## src/rtl/fir_decim_buffer.sv

```systemverilog
// Decimate-by-DECIM stage with an output FIFO drained over valid/ready.
// Optional macro DECIM_ACC_EN selects integrate-and-dump decimation instead of sample dropping.
module fir_decim_buffer #(
    parameter int unsigned DECIM      = 4,
    parameter int unsigned LOG2_DECIM = 2,
    parameter int unsigned FIFO_DEPTH = 8,
    parameter int unsigned FIFO_AW    = 3
) (
    input  logic               clk,
    input  logic               reset,
    input  logic [15:0]        in_data,
    input  logic               in_valid,
    input  logic               phase_clr,
    output logic [15:0]        out_data,
    output logic               out_valid,
    input  logic               out_ready,
    output logic [FIFO_AW:0]   fifo_level,
    output logic               overflow,
    input  logic               clr_overflow
);

    localparam int unsigned DW = 16;
    localparam int unsigned LW = FIFO_AW + 1;
    localparam logic [LOG2_DECIM-1:0] LAST_PHASE = LOG2_DECIM'(DECIM - 1);
    localparam logic [LW-1:0]         FULL_LEVEL = LW'(FIFO_DEPTH);

    logic [LOG2_DECIM-1:0] phase_q;
    logic [LOG2_DECIM-1:0] phase_eff_c;
    logic [LOG2_DECIM-1:0] phase_d;
    logic                  push_req_c;
    logic [DW-1:0]         push_data_c;

    logic [DW-1:0]         mem [FIFO_DEPTH];
    logic [FIFO_AW-1:0]    wr_ptr_q;
    logic [FIFO_AW-1:0]    rd_ptr_q;
    logic [FIFO_AW-1:0]    wr_ptr_d;
    logic [FIFO_AW-1:0]    rd_ptr_d;
    logic [LW-1:0]         level_d;
    logic [DW-1:0]         out_data_d;
    logic                  overflow_d;
    logic                  full_c;
    logic                  pop_c;
    logic                  push_c;
    logic                  ovf_event_c;

    // A phase_clr sample is handled as phase 0 in the same cycle.
    assign phase_eff_c = phase_clr ? '0 : phase_q;
    assign push_req_c  = in_valid && (phase_eff_c == LAST_PHASE);
    assign phase_d     = in_valid ? LOG2_DECIM'(phase_eff_c + 1'b1) : phase_eff_c;

`ifdef DECIM_ACC_EN
    localparam int unsigned AW = DW + LOG2_DECIM;

    logic signed [AW-1:0] acc_q;
    logic signed [AW-1:0] acc_d;
    logic signed [AW-1:0] in_ext_c;
    logic signed [AW-1:0] sum_c;

    assign in_ext_c    = {{LOG2_DECIM{in_data[DW-1]}}, in_data};
    assign sum_c       = acc_q + in_ext_c;
    assign push_data_c = DW'(sum_c >>> LOG2_DECIM);

    always_comb begin
        acc_d = acc_q;
        if (in_valid) begin
            acc_d = (phase_eff_c == '0) ? in_ext_c : sum_c;
        end else if (phase_clr) begin
            acc_d = '0;
        end
    end

    always_ff @(posedge clk or negedge reset) begin
        if (!reset) begin
            acc_q <= '0;
        end else begin
            acc_q <= acc_d;
        end
    end
`else
    assign push_data_c = in_data;
`endif

    assign full_c      = (fifo_level == FULL_LEVEL);
    assign pop_c       = out_valid && out_ready;
    assign push_c      = push_req_c && (!full_c || pop_c);
    assign ovf_event_c = push_req_c && full_c && !pop_c;

    // Next FIFO state; the head word is looked up ahead so out_data stays registered.
    always_comb begin
        wr_ptr_d   = wr_ptr_q;
        rd_ptr_d   = rd_ptr_q;
        level_d    = fifo_level;
        out_data_d = '0;
        overflow_d = overflow;

        if (push_c) wr_ptr_d = FIFO_AW'(wr_ptr_q + 1'b1);
        if (pop_c)  rd_ptr_d = FIFO_AW'(rd_ptr_q + 1'b1);

        case ({push_c, pop_c})
            2'b10:   level_d = LW'(fifo_level + 1'b1);
            2'b01:   level_d = LW'(fifo_level - 1'b1);
            default: level_d = fifo_level;
        endcase

        if (level_d != '0) begin
            if (push_c && (wr_ptr_q == rd_ptr_d)) begin
                out_data_d = push_data_c;
            end else begin
                out_data_d = mem[rd_ptr_d];
            end
        end

        if (ovf_event_c) begin
            overflow_d = 1'b1;
        end else if (clr_overflow) begin
            overflow_d = 1'b0;
        end
    end

    // Storage array carries no reset; validity is tracked by the pointers and level.
    always_ff @(posedge clk) begin
        if (push_c) begin
            mem[wr_ptr_q] <= push_data_c;
        end
    end

    always_ff @(posedge clk or negedge reset) begin
        if (!reset) begin
            phase_q    <= '0;
            wr_ptr_q   <= '0;
            rd_ptr_q   <= '0;
            fifo_level <= '0;
            out_valid  <= 1'b0;
            out_data   <= '0;
            overflow   <= 1'b0;
        end else begin
            phase_q    <= phase_d;
            wr_ptr_q   <= wr_ptr_d;
            rd_ptr_q   <= rd_ptr_d;
            fifo_level <= level_d;
            out_valid  <= (level_d != '0);
            out_data   <= out_data_d;
            overflow   <= overflow_d;
        end
    end

endmodule

```

## config.mk

```make
export PLATFORM = sky130hd
export DESIGN_NAME = fir_decim_buffer
export DESIGN_NICKNAME = d
export VERILOG_FILES = /design/src/rtl/fir_decim_buffer.sv
export SDC_FILE = /design/constraint.sdc
export NUM_CORES = 1
export LEC_CHECK = 0
export BUFFER_PORTS_ARGS = -buffer_cell sky130_fd_sc_hd__buf_2
export CAP_MARGIN = 15
export CORE_MARGIN = 5
export CORE_UTILIZATION = 55
export DETAILED_ROUTE_END_ITERATION = 10
export PLACE_DENSITY = 0.73
export SYNTH_ARGS = -nofsm -noshare
export SYNTH_HDL_FRONTEND = slang
export SYNTH_SLANG_ARGS = --single-unit
```

## constraint.sdc

```tcl
create_clock -name clk -period 6.9 [get_ports clk]
set_input_delay 0.69 -clock clk [delete_from_list [all_inputs] [get_ports clk]]
set_output_delay 0.69 -clock clk [all_outputs]
set_load 0.01 [all_outputs]
```

==> metrics, run 1 <==
Synth Register Bits 158; Worst path top cell family by delay simple AND/OR/NAND/NOR gates; Die Span Y 117 um; met3 GRT Util 4.66%; Die Wd 117 um; Synth cell types 41; GR met1 Demand/Resource 25.6%; DRT iter0 DRCs 341; crit path cell chain nand2_4 -> xor2_4 -> buf_4 -> inv_2 -> xnor2_1 -> nand4_2 -> a211oi_1; Tightest Pin Transition between 0.9 and 1 ns; GPL Wtd Cong 0.792; worst skew pair latency 0.41 ns; crit path kind reg -> reg; Async SR Flop Fraction a little under a fifth; final wirelength 13400 um; final worst setup slack about 3.8 ns; Fill cells 849; syn nets 509; Slowest-stage cell, CP nand4_2; post-synth top area cell edfxtp_1; core area 11400 um2; biggest cell delay along the critical path 0.74 ns; Final Setup Violations 0; Comb pwr share roughly 37%; commonest cells after routing, fill and taps aside nand2_1 (128), edfxtp_1 (128), nand3_1 (63); Resized Gates After CTS 0; design internal power between 2000 and 2500 uW; worst path required time 7.18 ns; H-tree depth 4; Post-CTS Hold Fix Bufs 0; Routed Antenna Nets 0; Top Ports 44; status finished clean; Post-synth EDFFs 128; Slew Limit Headroom a little over a third; top post-synthesis cells by area edfxtp_1 (60%), dfrtp_1 (12%), nand2_1 (7.6%); FP Rows 39; GR Overflow Total 0; TritonCTS sink count 158; register area share after synthesis just over 70%; gr busiest metal met2; antenna violations before repair 0; Crit. End Element flip-flop; TNS Setup 0 ns; clock buffer depth 2; initial core utilization 55.9%; Layout Nets about 560; top cell type's share of synthesized area approximately three fifths; Worst-path clk slew 0.06 ns; crit start category flip-flop; Switching Fraction 36.0%; Reg power frac a little under two fifths; CTS Buf Count 17; met2 Use GR 33.2%; HPWL after DPL 7400 um; DP Worst Slack around 3.5 ns; leakage power 0.00268 uW; Mapped Area 6350 um2; Clk Tree Root Cell clkbuf_16; Power Total 3220 uW; Net Sw Power 1160 uW; vias in the first global route ~4000; dpl cell area 6740 um2; Min-Delay Path Class in -> async; Max Clk Rate approximately 320 MHz; fin crit period 3.11 ns; vias 3935; reg2reg setup slack 3.79 ns; worst vdd ir 366 uV; fin crit share between 40% and 50%; most common flop cell mapped by yosys edfxtp_1; register area 4590 um2; synthesized instance count 483; largest net degree at the start of global routing 64; die area 13800 um2; PD cells approximately 440 nW/um2; CP Data Arrival Time 3.39 ns; Avg Cell Area, Syn 13.2 um2; routed length per instance 19.5 um; Clock Skew 0.0115 ns; CTS tree yes; RSZ-0062 raised after global routing no; layout cell share with drive strength beyond 1 18.1%; total of max-cap violations 0; gr usage total 20.2%; Multi-input gate area 1640 um2; setup bufs post-CTS 0; Clk pwr share 25.8%; synth warn 0; residual DRC count 0; Ant. Diodes 0; First-pass DRT Iterations 5; Area Overhead vs Synth 14.2%; port bufs 43; fin area 7250 um2; DR vias/cell 5.71; fin. max-slew vios 0; Buf/Inv on CP 2; worst-path fanout max between 60 and 70; Final Hold Violating Endpoints 0; first-pass GRT wire length 21600 um
## cells in the mapped netlist (3+ instances only)
master / number
nand3_1: 63
buf_6: 3
nand2_1: 128
dfrtp_1: 30
a211oi_2: 3
edfxtp_1: 128
buf_2: 8
buf_4: 3
a211oi_1: 13
mux2i_1: 5
xnor2_1: 6
nor3_1: 6
nor3b_1: 5
ha_1: 4
xor2_1: 4
mux2_2: 3
nand4_1: 15
nor2_1: 21
clkbuf_1: 8
## registers in the layout, indices dropped and copies added, names as in the netlist
register / count
fifo_level: 4
out_data: 16
mem: 128
phase_q: 2
overflow: 1
rd_ptr_q: 3
wr_ptr_q: 3
out_valid: 1
## final timing paths
check | depth (start not counted) | start | endpoint
max in group asynchronous | 1 | reset | out_data[15]
setup / recovery | 7 | out_valid | out_data[0]
hold reg to reg | 2 | overflow | overflow
min in group clk | 2 | clr_overflow | overflow
hold / removal | 1 | reset | overflow
setup reg to reg | 7 | out_valid | out_data[0]
## stage by stage
step / hold WS, ns / cells / utilization [%]
6_report: 0.335 / 689 / 63.8
5_1_grt: 0.409 / 689 / 63.8
4_1_cts: 0.349 / 689 / 63.8
3_5_place_dp: 0.511 / 657 / 59.2
3_3_place_gp: 0.506 / 657 / 59.2
2_1_floorplan: 0.394 / 483 / -
## final cells by class
class,instances,area share [%]
Inverter,4,0.241
Multi-Input combinational cell,297,22.6
Clock inverter,8,0.931
Sequential cell,158,63.3
Tap cell,143,2.47
Clock buffer,24,6.23
Timing Repair Buffer,55,4.21
## cell families (layout without fill, tap and decap cells)
group	after synthesis	after routing	share of synthesized area [%]
compound gates	22	22	2.70
xor+xnor	12	12	2.24
fa+ha+maj	4	4	0.788
buf+inv	28	91	2.38
flops	158	158	72.3
mux	9	9	1.67
simple gates	250	250	17.9
## power groups by stage
stage                     sequential [uW]  combinational [uW]  clock [uW]
after floorplan                      1230                 868           0
after global placement               1220                1150           0
after CTS                            1200                1200         843
final                                1200                1190         830
after detailed placement             1220                1190           0
after global routing                 1210                1320         883
## metal layers
layer	up-vias	wire length, um
met5	-	0
met4	0	214
met3	19	879
met2	140	6920
met1	1931	5390
li1	1845	-
Power figures use the tool's default switching activity.
==> run 2: changes to the inputs <==
--- a/config.mk
+++ b/config.mk
@@ -8,9 +8,9 @@
 export BUFFER_PORTS_ARGS = -buffer_cell sky130_fd_sc_hd__buf_2
 export CAP_MARGIN = 15
 export CORE_MARGIN = 5
-export CORE_UTILIZATION = 55
+export CORE_UTILIZATION = 54
 export DETAILED_ROUTE_END_ITERATION = 10
-export PLACE_DENSITY = 0.73
+export PLACE_DENSITY = 0.74
 export SYNTH_ARGS = -nofsm -noshare
 export SYNTH_HDL_FRONTEND = slang
 export SYNTH_SLANG_ARGS = --single-unit
==> constraint.sdc (replaced) <==
create_clock -name clk -period 2.7 [get_ports clk]
set_input_delay 0.27 -clock clk [delete_from_list [all_inputs] [get_ports clk]]
set_output_delay 0.27 -clock clk [all_outputs]
set_load 0.01 [all_outputs]
==> run 2 against run 1 <==
Against the previous run:
- final cell count grew 1.5%
- clock-buffer cell count fell by 7
- core utilization rose by 1.3 points
- setup slack got worse by 3.5 ns
- largest power group is now combinational logic
==> metrics, run 2 (same netlist as run 1, synthesis figures left out) <==
Ant. Diodes 0 (unchanged); residual DRC count 0 (unchanged); port bufs 43 (unchanged); TNS Setup 0 ns (unchanged); GPL Wtd Cong 0.801 (was 0.792); final wirelength 13600 um (was 13400 um); routed length per instance 19.5 um (about the same); vias in the first global route 4131 (was 4008); fin crit period 2.44 ns (was 3.11 ns); CTS Buf Count 17 (unchanged); wire length on met2 6970 um (was 6920 um); total of max-cap violations 0 (unchanged); initial core utilization 55.4% (was 55.9%); Fill cells 812 (was 849); Slew Limit Headroom 48.4% (was 35.9%); H-tree depth 4 (unchanged); first-pass GRT wire length 21700 um (was 21600 um); commonest cells after routing, fill and taps aside nand2_1 (128), edfxtp_1 (128), nand3_1 (63) (unchanged); First-pass DRT Iterations 5 (unchanged); Tightest Pin Transition 0.774 ns (was 0.958 ns); core area 11500 um2 (was 11400 um2); fin crit share 90.4% (was 45.1%); Die Span Y 118 um (was 117 um); Placed Instances 666 (was 657); Routed Antenna Nets 0 (unchanged); worst skew pair latency 0.42 ns (was 0.41 ns); Worst-path clk slew 0.06 ns (about the same); Final Setup Violations 0 (unchanged); Met1 Wirelength 5550 um (was 5390 um); register area 4590 um2 (unchanged); gr usage total 20.0% (was 20.2%); vias 4071 (was 3935); worst path required time 2.98 ns (was 7.18 ns); DR vias/cell 5.82 (was 5.71); Min-Delay Path Class in -> reg (was in -> async); worst flop-to-flop path startpoint phase_q[1] (was out_valid); Max Used Layer met4 (unchanged); Clock Skew 0.00754 ns (was 0.0115 ns); RSZ-0062 raised after global routing no (unchanged); GR Overflow Total 0 (unchanged); CP Data Arrival Time 2.72 ns (was 3.39 ns); reg-to-reg endpoint out_data[1] (was out_data[0]); Crit. End Element flip-flop (unchanged); FP Rows 39 (unchanged); worst-path fanout max 17 (was 63); setup bufs post-CTS 0 (unchanged); die area 14000 um2 (was 13800 um2); HPWL after DPL 7820 um (was 7400 um); fin. max-slew vios 0 (unchanged); clock buffer depth 2 (unchanged); PD cells 1160 nW/um2 (was 444 nW/um2); worst vdd ir 1880 uV (was 366 uV); layout cell share with drive strength beyond 1 20.9% (was 18.1%); hold path endpoint overflow; Post-Layout Cell Count 699 (was 689); leakage power 0.00280 uW (was 0.00268 uW); crit path kind reg -> reg (unchanged); CTS tree yes (unchanged); antenna violations before repair 0 (unchanged); Biggest register mem (unchanged); DRT iter0 DRCs 472 (was 341); Clk Tree Root Cell clkbuf_16 (unchanged); largest net degree at the start of global routing 63 (was 64); metal3 WL 795 um (was 879 um); Final Hold Violating Endpoints 0 (unchanged); reg2reg setup slack 0.26 ns (was 3.79 ns); biggest regs mem: 128 flops, out_data: 16 flops, fifo_level: 4 flops (unchanged); worst reg2reg path depth 11 (was 7); TritonCTS sink count 158 (unchanged); Layout Nets 569 (was 559); hold_sp clr_overflow; status finished clean (unchanged); Top Ports 44 (unchanged); number of flip-flops in the largest register 128 (unchanged); Die Wd 118 um (was 117 um); crit start category flip-flop (unchanged); Multi-input gate area 1650 um2 (was 1640 um2); Worst Hold Depth 2; Area Overhead vs Synth 17.5% (was 14.2%); Max Clk Rate 410 MHz (was 321 MHz)
==> run 2: layer usage <==
metal	track usage, %	up-vias
met5	0	-
met4	7.30	0
met3	5.40	31
met2	32.5	131
met1	26.1	2050
li1	-	1859
==> run 2: layout make-up <==
| class | instances | share of cell area, % |
|---|---|---|
| Inverter | 4 | 0.235 |
| Tap cell | 143 | 2.40 |
| Clock buffer | 17 | 5.70 |
| Sequential cell | 158 | 61.5 |
| Multi-Input combinational cell | 297 | 22.1 |
| Clock inverter | 15 | 2.55 |
| Timing Repair Buffer | 65 | 5.46 |
==> run 2: per-stage QoR <==
stage	utilization, %	hold slack (ns)	instance area (um2)	worst slack, ns	total power, uW
after floorplan	-	-0.0256	6360	-0.216	5360
after detailed placement	59.5	0.388	6830	0.197	6220
after global placement	59.5	0.376	6830	0.335	6090
final	65.1	0.0361	7470	0.260	8690
after CTS	65.0	0.0207	7450	0.189	8720
after global routing	65.1	0.0343	7470	0.0950	9200
==> run 2: power by group <==
part	total, uW	switching, uW	internal (uW)	leakage (uW)
Sequential	3060	175	2880	0.00151
Combinational	3140	1950	1190	0.000985
Clock	2490	946	1540	0.000303
==> run 2: timing repair <==
action / 4_1_cts / 5_1_grt
endpoints found under the hold margin: 30 / 0
setup endpoints to repair: 0 / 15
gates resized for setup: 0 / 2
hold buffers: 1 / 0
==> run 2: worst max path at each step <==
stage | from | to | cells after the start
after floorplan | phase_q[0] | mem[5][0] | 6
after global placement | phase_clr | out_data[3] | 12
after detailed placement | phase_clr | out_data[1] | 12
after CTS | phase_q[1] | out_data[1] | 11
after global routing | phase_q[1] | out_data[1] | 11
final | phase_q[1] | out_data[1] | 11
==> run 2: critical path, stage by stage (launching register included) <==
cell and delay, ns:
dfrtp_1 0.36, nor2b_1 0.14, ha_1 0.22, a21oi_1 0.22, xor2_1 0.10, ha_1 0.21, nor4b_2 0.26, o21ai_1 0.13
xnor2_2 0.17, nor3_4 0.23, buf_12 0.19, a211oi_1 0.07
